### src/rtl/julia_engine.sv
// julia_engine: one Julia-set pixel engine. It walks an interleaved subset of the
// frame (pixel indices ENGINE_ID, ENGINE_ID+NUM_ENGINES, ...). For each pixel it
// iterates z <- z^2 + c in Q4.12 and presents the escape count with its
// frame-buffer address until the memory controller frees it.
// Optional feature: define JULIA_STATS_EN to add the iter_total statistics output.
module julia_engine #(
  parameter int          ENGINE_ID   = 0,
  parameter int          NUM_ENGINES = 8,
  parameter int          WIDTH       = 640,
  parameter int          HEIGHT      = 480,
  parameter int          STEP        = 26,
  parameter int          MAX_ITER    = 255,
  parameter logic [31:0] FB_BASE     = 32'h0
) (
  input  logic               clk,
  input  logic               n_rst,
  input  logic               start,
  input  logic signed [15:0] c_re,
  input  logic signed [15:0] c_im,
  input  logic               free,
  output logic [31:0]        address,
  output logic [7:0]         pixel,
  output logic               done,
  output logic               busy,
  output logic               frame_done
`ifdef JULIA_STATS_EN
  ,
  output logic [31:0]        iter_total
`endif
);

  // Frame geometry and counter widths. Every counter is sized so that the
  // post-increment value (before wrap or end-of-frame test) never overflows.
  localparam int TOTAL = WIDTH * HEIGHT;
  localparam int IDX_W = $clog2(TOTAL + NUM_ENGINES + 1);
  localparam int X_W   = $clog2(2 * WIDTH + 1);
  localparam int Y_W   = $clog2(HEIGHT + 2);

  // First pixel of this engine, resolved at elaboration time.
  localparam logic [IDX_W-1:0] IDX_START = IDX_W'(ENGINE_ID);
  localparam logic [X_W-1:0]   X_START   = X_W'(ENGINE_ID % WIDTH);
  localparam logic [Y_W-1:0]   Y_START   = Y_W'(ENGINE_ID / WIDTH);
  localparam bit               START_OOR = (ENGINE_ID >= TOTAL);

  localparam logic [IDX_W-1:0] IDX_TOTAL = IDX_W'(TOTAL);
  localparam logic [IDX_W-1:0] IDX_INC   = IDX_W'(NUM_ENGINES);
  localparam logic [X_W-1:0]   X_INC     = X_W'(NUM_ENGINES);
  localparam logic [X_W-1:0]   X_WRAP    = X_W'(WIDTH);
  localparam logic [7:0]       MAX_CNT   = 8'(MAX_ITER);

  // Escape threshold: |z|^2 = 4.0 in Q8.24.
  localparam logic [31:0] MAG_LIMIT = 32'h0400_0000;

  typedef enum logic [2:0] {
    IDLE = 3'd0,
    INIT = 3'd1,
    ITER = 3'd2,
    HOLD = 3'd3,
    NEXT = 3'd4
  } state_t;

  state_t             state_q, state_d;
  logic [IDX_W-1:0]   idx_q, idx_d;
  logic [X_W-1:0]     x_q, x_d;
  logic [Y_W-1:0]     y_q, y_d;
  logic signed [15:0] zr_q, zr_d;
  logic signed [15:0] zi_q, zi_d;
  logic signed [15:0] cre_q, cre_d;
  logic signed [15:0] cim_q, cim_d;
  logic [7:0]         count_q, count_d;
  logic [7:0]         pixel_q, pixel_d;
  logic               fd_idle_q, fd_idle_d;
  logic               iter_step;

  // Iteration datapath (Q8.24 products of Q4.12 operands).
  logic signed [31:0] zr_sq, zi_sq, zr_zi, sq_diff;
  logic [31:0]        mag;
  logic               escape;
  logic signed [15:0] zr_next, zi_next;

  // Both squares are non-negative and at most 2^30 each, so the sum is
  // computed unsigned and cannot wrap.
  assign zr_sq   = 32'(zr_q) * 32'(zr_q);
  assign zi_sq   = 32'(zi_q) * 32'(zi_q);
  assign zr_zi   = 32'(zr_q) * 32'(zi_q);
  assign sq_diff = zr_sq - zi_sq;
  assign mag     = $unsigned(zr_sq) + $unsigned(zi_sq);
  assign escape  = (mag > MAG_LIMIT) || (count_q == MAX_CNT);

  // Bits [27:12] of the Q8.24 result back to Q4.12; the doubled cross
  // product is taken as bits [26:11] of zr*zi to avoid a 33-bit product.
  assign zr_next = 16'(sq_diff >>> 12) + cre_q;
  assign zi_next = 16'(zr_zi >>> 11) + cim_q;

  // Starting point of the current pixel in the complex plane.
  logic signed [31:0] x_off, y_off, zr_init_full, zi_init_full;
  assign x_off        = $signed({{(32-X_W){1'b0}}, x_q}) - 32'(WIDTH / 2);
  assign y_off        = $signed({{(32-Y_W){1'b0}}, y_q}) - 32'(HEIGHT / 2);
  assign zr_init_full = x_off * 32'(STEP);
  assign zi_init_full = y_off * 32'(STEP);

  // Raster advance for the NEXT state.
  logic [IDX_W-1:0] idx_sum;
  logic [X_W-1:0]   x_sum;
  logic             last_pixel;
  assign idx_sum    = idx_q + IDX_INC;
  assign x_sum      = x_q + X_INC;
  assign last_pixel = (idx_sum >= IDX_TOTAL);

  // Next-state logic for the FSM and all datapath registers.
  always_comb begin
    state_d    = state_q;
    idx_d      = idx_q;
    x_d        = x_q;
    y_d        = y_q;
    zr_d       = zr_q;
    zi_d       = zi_q;
    cre_d      = cre_q;
    cim_d      = cim_q;
    count_d    = count_q;
    pixel_d    = pixel_q;
    fd_idle_d  = 1'b0;
    iter_step  = 1'b0;
    frame_done = fd_idle_q;

    case (state_q)
      IDLE: begin
        if (start) begin
          if (START_OOR) begin
            // No pixel belongs to this engine: finish the frame at once.
            fd_idle_d = 1'b1;
          end else begin
            cre_d   = c_re;
            cim_d   = c_im;
            idx_d   = IDX_START;
            x_d     = X_START;
            y_d     = Y_START;
            state_d = INIT;
          end
        end
      end

      INIT: begin
        zr_d    = 16'(zr_init_full);
        zi_d    = 16'(zi_init_full);
        count_d = 8'd0;
        state_d = ITER;
      end

      ITER: begin
        if (escape) begin
          pixel_d = count_q;
          state_d = HOLD;
        end else begin
          zr_d      = zr_next;
          zi_d      = zi_next;
          count_d   = count_q + 8'd1;
          iter_step = 1'b1;
        end
      end

      HOLD: begin
        if (free) begin
          state_d = NEXT;
        end
      end

      NEXT: begin
        idx_d = idx_sum;
        if (x_sum >= X_WRAP) begin
          x_d = x_sum - X_WRAP;
          y_d = y_q + Y_W'(1);
        end else begin
          x_d = x_sum;
        end
        if (last_pixel) begin
          frame_done = 1'b1;
          state_d    = IDLE;
        end else begin
          state_d = INIT;
        end
      end

      default: begin
        state_d = IDLE;
      end
    endcase
  end

  // State and datapath registers, cleared immediately by the asynchronous reset.
  always_ff @(posedge clk or negedge n_rst) begin
    if (!n_rst) begin
      state_q   <= IDLE;
      idx_q     <= '0;
      x_q       <= '0;
      y_q       <= '0;
      zr_q      <= '0;
      zi_q      <= '0;
      cre_q     <= '0;
      cim_q     <= '0;
      count_q   <= '0;
      pixel_q   <= '0;
      fd_idle_q <= 1'b0;
    end else begin
      state_q   <= state_d;
      idx_q     <= idx_d;
      x_q       <= x_d;
      y_q       <= y_d;
      zr_q      <= zr_d;
      zi_q      <= zi_d;
      cre_q     <= cre_d;
      cim_q     <= cim_d;
      count_q   <= count_d;
      pixel_q   <= pixel_d;
      fd_idle_q <= fd_idle_d;
    end
  end

  // Address is only driven while the pixel is on offer, so it reads 0 in
  // reset and between pixels rather than leaking FB_BASE.
  assign done    = (state_q == HOLD);
  assign busy    = (state_q != IDLE);
  assign address = done ? (FB_BASE + 32'(idx_q)) : 32'h0;
  assign pixel   = pixel_q;

`ifdef JULIA_STATS_EN
  logic [31:0] iter_total_q;

  // Counts non-escaping iterations of the frame; cleared by a start taken in IDLE.
  always_ff @(posedge clk or negedge n_rst) begin
    if (!n_rst) begin
      iter_total_q <= 32'h0;
    end else if ((state_q == IDLE) && start) begin
      iter_total_q <= 32'h0;
    end else if (iter_step) begin
      iter_total_q <= iter_total_q + 32'h1;
    end
  end

  assign iter_total = iter_total_q;
`endif

endmodule

### config.mk
export PLATFORM = sky130hd
export DESIGN_NAME = julia_engine
export DESIGN_NICKNAME = d
export VERILOG_FILES = /design/src/rtl/julia_engine.sv
export SDC_FILE = /design/constraint.sdc
export NUM_CORES = 2
export LEC_CHECK = 0
export CELL_PAD_IN_SITES_DETAIL_PLACEMENT = 1
export CELL_PAD_IN_SITES_GLOBAL_PLACEMENT = 1
export CORE_MARGIN = 5
export CORE_UTILIZATION = 46
export CTS_CLUSTER_DIAMETER = 200
export CTS_CLUSTER_SIZE = 25
export DETAILED_ROUTE_END_ITERATION = 16
export PLACE_DENSITY_LB_ADDON = 0.3
export SKIP_LAST_GASP = 1
export SLEW_MARGIN = 20
export SYNTH_ARGS = -nofsm -noshare
export SYNTH_HDL_FRONTEND = slang
export SYNTH_SLANG_ARGS = --single-unit
### constraint.sdc
create_clock -name clk -period 10.4 [get_ports clk]
set_clock_uncertainty 0.2 [all_clocks]
set_input_delay 1.04 -clock clk [delete_from_list [all_inputs] [get_ports clk]]
set_output_delay 1.04 -clock clk [all_outputs]
set_load 0.01 [all_outputs]
* Yosys cells after proc, flatten, opt, wreduce, memory -nomap -nowiden
Cells that the tools add are included.
** Storage, ports and cells
- Memory bits (read-only) :: 0
- Memories :: 0
- Memory bits (writable) :: 0
- Latch bits :: 0
- Flip-flop bits (word level) :: 122
- Word-level logic and storage cells :: 72
** Cells by class
- Div/mod/pow operators :: 0
- Muxes and demuxes :: 22
- Equal/unequal tests :: 10
- $mul :: 5
- Shift-type cells :: 0
- Reduce and logical (&&, ||, !) cells :: 11
- Add/subtract/negate cells :: 11
- Bitwise gates (word level) :: 0
- $lt $le $gt $ge :: 3
** Operators by type and width (count)
- 16-bit by 16-bit multiplier with 32-bit output :: 2
- 16-bit case mux with 2 select lines :: 2
- 19-bit two-way mux :: 2
- 19-bit case mux with 2 select lines :: 1
- 16-bit adder :: 2
- 32-bit adder :: 1
- 32-bit by 27-bit greater-than comparator with 1-bit output (second input constant) :: 1
- 16-bit two-way mux :: 2
- 28-bit subtractor :: 1
- 16-bit by 16-bit multiplier with 27-bit output :: 1
- 11-bit two-way mux :: 2
- 11-bit case mux with 2 select lines :: 1
- 19-bit by 4-bit adder with 19-bit output (second input constant) :: 1
- 19-bit greater-or-equal comparator (second input constant) :: 1
- 9-bit two-way mux :: 2
- 9-bit case mux with 2 select lines :: 1
- 8-bit case mux with 2 select lines :: 1
- 10-bit by 5-bit multiplier with 15-bit output (second input constant) :: 1
- 12-bit by 5-bit multiplier with 15-bit output (second input constant) :: 1
- 3-bit case mux with 5 select lines :: 1
- 11-bit by 9-bit subtractor with 12-bit output (second input constant) :: 1
- 11-bit by 4-bit adder with 11-bit output (second input constant) :: 1
- 11-bit by 10-bit greater-or-equal comparator with 1-bit output (second input constant) :: 1
- 11-bit by 10-bit subtractor with 11-bit output (second input constant) :: 1
- other kinds (17) :: 31

* Longest topological paths before layout
- Depth in word-level cells :: 6
- Depth in mapped cells :: 48
- Mapped depth without buffers :: 45

* Least setup slack after synthesis
Ideal clock, no wire load.
- Kind :: register to register
- Start :: reg zr_q[1]
- End :: reg zi_q[8]
- Path slack :: 0.524 ns
- Arrival time :: 9.549 ns
- Period minus slack after synthesis :: 9.876 ns
- Cell stages (with the launch flop) :: 37
- Required time :: 10.073 ns
- Buffers on the path :: 3
- Path through :: dfrtp_1 > inv_1 > buf_1 > nor2_1 > fa_1 > inv_1 > fa_1 > fa_1 > fa_1 > inv_1 > fa_1 > fa_1 > ha_1 > nor3_1 > or4b_2 > a31oi_1 > o21ai_0 > a31oi_1 > a21oi_1 > a21o_1 > a21oi_1 > xnor2_1 > ha_1 > inv_1 > a22o_1 > a2111oi_0 > nand3_1 > a2111oi_2 > nand4_1 > nor4_1 > nand4_1 > o41ai_2 > or4b_1 > buf_2 > o21ai_4 > buf_6 > mux2_1
** On the way
- Longest elaborated chain between the ends :: 6
- Elaborated cells between the ends (all ways) :: 10
- Those cells by class :: add/sub: 2; mul: 2; order compare: 1; eq/ne: 1; mux: 2; reduce/logical: 2
** Ends and longest elaborated chain
- start, declared :: line 66 : logic signed [15:0] zr_q, zr_d;
- start signal, assigned :: line 209 : zr_q <= zr_d;
- 16-bit by 16-bit multiplier with 32-bit output :: line 83 : assign zr_sq = 32'(zr_q) * 32'(zr_q);
- 32-bit adder :: line 87 : assign mag = $unsigned(zr_sq) + $unsigned(zi_sq);
- 32-bit by 27-bit greater-than comparator with 1-bit output :: line 88 : assign escape = (mag > MAG_LIMIT) || (count_q == MAX_CNT);
- 1-bit logical OR :: line 88
- 2-bit inequality test (no source line)
- 2-bit AND reduction (no source line)
- end signal, assigned :: line 210 : zi_q <= zi_d;
- end, declared :: line 67 : logic signed [15:0] zi_q, zi_d;
Several ways; a longest one is shown, not always the timed one. The select of a mux whose other input is x is not followed.
A chain may end at the register's enable or synchronous reset.

* Final worst setup path
- Start :: reg zi_q[1]
- End :: reg zr_q[12]
** On the way
- Longest elaborated chain between the ends :: 6
- Elaborated cells between the ends (all ways) :: 10
- Those cells by class :: add/sub: 3; mul: 1; order compare: 1; eq/ne: 1; mux: 2; reduce/logical: 2
** Ends and longest elaborated chain
- 16-bit by 16-bit multiplier with 32-bit output (*) :: line 84 : assign zi_sq = 32'(zi_q) * 32'(zi_q);
- 32-bit adder :: line 87
- 32-bit by 27-bit greater-than comparator with 1-bit output :: line 88
- 1-bit logical OR :: line 88
- 2-bit inequality test (no source line)
- 2-bit AND reduction (no source line)
Every way passes the cells marked *; elsewhere a longest branch is shown, timed or not. The select of a mux whose other input is x is not followed.

==> flow_metrics.env <==
export IMPL_dp_hpwl_microns=97700
export IMPL_seq_area_frac_synth=0.0792
export IMPL_fin_crit_sh=1.02
export IMPL_dominantRegCellSynth="dfrtp_1"
export IMPL_tightest_slew_ns=0.923
export IMPL_dr_first_iter_drc_count=1719
export IMPL_post_route_cells_drive_above_1_share=0.120
export IMPL_async_reset_ff_frac=1.00
export IMPL_cts_root_buf="clkbuf_16"
export IMPL_drc_errors=0
export IMPL_cp_end_kind="flop"
export IMPL_yosys_area_top_type="fa_1"
export IMPL_cp_max_fo=7
export IMPL_cp_arrival_ns=10.75
export IMPL_n_fill_cell=9225
export IMPL_slew_viol_final=0
export IMPL_die_height_microns=292
export IMPL_crit_reg2reg_launch="zi_q[1]"
export IMPL_layout_commonest_cell="inv_1"
export IMPL_cts_sinks=116
export IMPL_synth_cell_types=85
export IMPL_synthTopCellsByArea="fa_1 (39%), ha_1 (13%), inv_1 (10%), dfrtp_1 (7.9%), nand2_1 (5.0%)"
export IMPL_slew_headroom=0.378
export IMPL_start_util=0.464
export IMPL_fin_nets=5569
export IMPL_numCtsBuffers=17
export IMPL_syn_inst=4181
export IMPL_cts_tree="built"
export IMPL_clkTransAtPathRegs_ns=0.07
export IMPL_fp_dieArea_sq_um=85400
export IMPL_cp_slowest_cell="fa_1"
export IMPL_holdCritStartpoint="cim_q[3]"
export IMPL_grt_pass1_wl_microns=184000
export IMPL_setup_viol=37
export IMPL_antenna_found_initial=2
export IMPL_syn_area_per_cell_sq_um=8.76
export IMPL_port_buffer_count=62
export IMPL_area_growth_pct=14.6
export IMPL_hold_buffers=0
export IMPL_worst_slack_ns=-0.178
export IMPL_grt_overflow=0
export IMPL_grt_max_degree=60
export IMPL_wirelength_microns=121000
export IMPL_grt_pass1_vias=33300
export IMPL_first_pass_iters=5
export IMPL_worst_hold_path_type="reg -> reg"
export IMPL_fp_dieW_microns=292
export IMPL_gp_congestion=0.936
export IMPL_finalCriticalPeriod_ns=10.58
export IMPL_violations="setup timing"
export IMPL_path_class="reg -> reg"
export IMPL_ys_ff_latch=116
export IMPL_hold_viol=0
export IMPL_rows=103
export IMPL_critPathMostFrequentCell="buf_4"
export IMPL_start_kind="flop"
export IMPL_wire_per_inst_microns=22.0
export IMPL_rsz0062_at_grt="yes"
export IMPL_htree_levels=4
export IMPL_clk_latency_ns=0.47
export IMPL_synth_top_area_frac=0.390
export IMPL_setup_worst_path_start="zi_q[1]"
export IMPL_via_per_inst=5.40
export IMPL_outcome="finished with violations"
export IMPL_postLayoutCoreUtil=0.531
export IMPL_clockBufferDepth=2
export IMPL_ant_nets=0
export IMPL_yosysWarningCount=0
export IMPL_vias=29700
export IMPL_syn_area_sq_um=36600
export IMPL_pin_count=79
export IMPL_layout_common_cells="inv_1 (978), fa_1 (704), nand2_1 (470)"
export IMPL_cpPeakStageDelay_ns=0.54
export IMPL_clock_fmax_ghz=0.0945
export IMPL_ff2ff_setup_slack_ns=-0.18
export IMPL_core_area_sq_um=79000
export IMPL_maxCapViolCount=0
export IMPL_synth_edf_count=0
export IMPL_cp_required_ns=10.58
export IMPL_grt_util_all_layers=0.276
-- repair_timing --
| item | 4_1_cts | 5_1_grt |
|---|---|---|
| resized for setup | 48 | 186 |
| pin swaps | 15 | 70 |
| setup buffers | 20 | 42 |
| endpoints found under the setup margin | 49 | 49 |
| hold endpoints to repair | 0 | 0 |
| gates cloned | 2 | 4 |
-- flip-flops by register name, summed over array words and instances (netlist names) --
signal,count
cim_q,16
cre_q,16
idx_q,16
zi_q,16
zr_q,16
y_q,9
count_q,8
pixel,8
x_q,8
state_q,3
-- synthesized netlist by cell type (6+ instances only) --
| library cell | count |
|---|---|
| a211o_1 | 9 |
| a211oi_1 | 9 |
| a21o_1 | 57 |
| a21oi_1 | 133 |
| a31o_2 | 7 |
| a31oi_1 | 23 |
| and2_1 | 131 |
| and3_1 | 15 |
| buf_1 | 8 |
| buf_2 | 7 |
| buf_4 | 19 |
| clkbuf_1 | 134 |
| clkinv_1 | 8 |
| dfrtp_1 | 116 |
| fa_1 | 713 |
| ha_1 | 394 |
| inv_1 | 985 |
| mux2_2 | 14 |
| nand2_1 | 484 |
| nand2b_1 | 36 |
| nand3_1 | 51 |
| nand4_1 | 14 |
| nor2_1 | 244 |
| nor2b_1 | 16 |
| nor3_1 | 35 |
| nor4_1 | 10 |
| o211ai_1 | 6 |
| o21a_1 | 28 |
| o21ai_0 | 110 |
| o21ai_1 | 7 |
| o21bai_1 | 22 |
| o31ai_1 | 9 |
| or3_1 | 12 |
| xnor2_1 | 146 |
| xor2_1 | 73 |
-- critical path: cells and delay by family (launching register included) --
family,cells,cell delay (ns)
AO/OA/AOI/OAI,11,2.20
AND/OR/NAND/NOR,12,2.22
flip-flops,1,0.47
XOR/XNOR,1,0.18
buffers and inverters,12,1.62
adder cells (fa/ha/maj),8,3.53
-- metal layers --
layer  global-route usage  up-vias  wire length (microns)
li1                     -    13100                      -
met1                0.342    15300                  46500
met2                0.476      887                  59800
met3               0.0389      325                   6550
met4                0.134        0                   7920
met5                    0        -                      0
-- through the flow --
| step | setup slack (ns) | std cells | hold slack (ns) | setup TNS, ns | cell area [sq um] |
|---|---|---|---|---|---|
| final | -0.178 | 5490 | 0.289 | -3.80 | 42000 |
| after global routing | -0.477 | 5489 | 0.319 | -16.71 | 42000 |
| after CTS | 0.00331 | 5445 | 0.289 | 0 | 40800 |
| after detailed placement | -0.604 | 5391 | 0.278 | -21.50 | 39900 |
| after global placement | -0.194 | 5391 | 0.271 | -4.51 | 39900 |
| after floorplan | 0.524 | 4198 | 0.252 | 0 | 36700 |
-- worst paths after layout --
path,cells past startpoint,endpoint
worst max-delay path,44,zr_q[12]
worst min-delay path,2,cim_q[3]
worst max register to register,44,zr_q[12]
worst min register to register,2,cim_q[3]
max in group asynchronous,2,zr_q[7]
min in group asynchronous,1,idx_q[10]
-- cells by family after synthesis --
kind of cell             count (synthesis)  synth area share
other                                    1          0.000102
multiplexers                            19           0.00574
XOR/XNOR                               220            0.0528
buffers and inverters                 1167             0.122
AND/OR/NAND/NOR                       1075             0.132
flip-flops                             116            0.0792
AO/OA/AOI/OAI                          476            0.0831
adder cells (fa/ha/maj)               1107             0.524
-- layout make-up --
class                      instances  area (sq um)  share of cell area
antenna                            1          2.50           0.0000596
inverter                         995          3750              0.0893
clock inverter                    14           173             0.00411
multi-input combinational       2915         30000               0.714
tap                             1050          1310              0.0313
timing repair buffer             381          3390              0.0807
sequential                       116          2930              0.0697
clock buffer                      18           439              0.0105
Power is left out: the tool's default activity adds up to more than one toggle a clock period on the data nets, which glitch-free logic cannot reach.
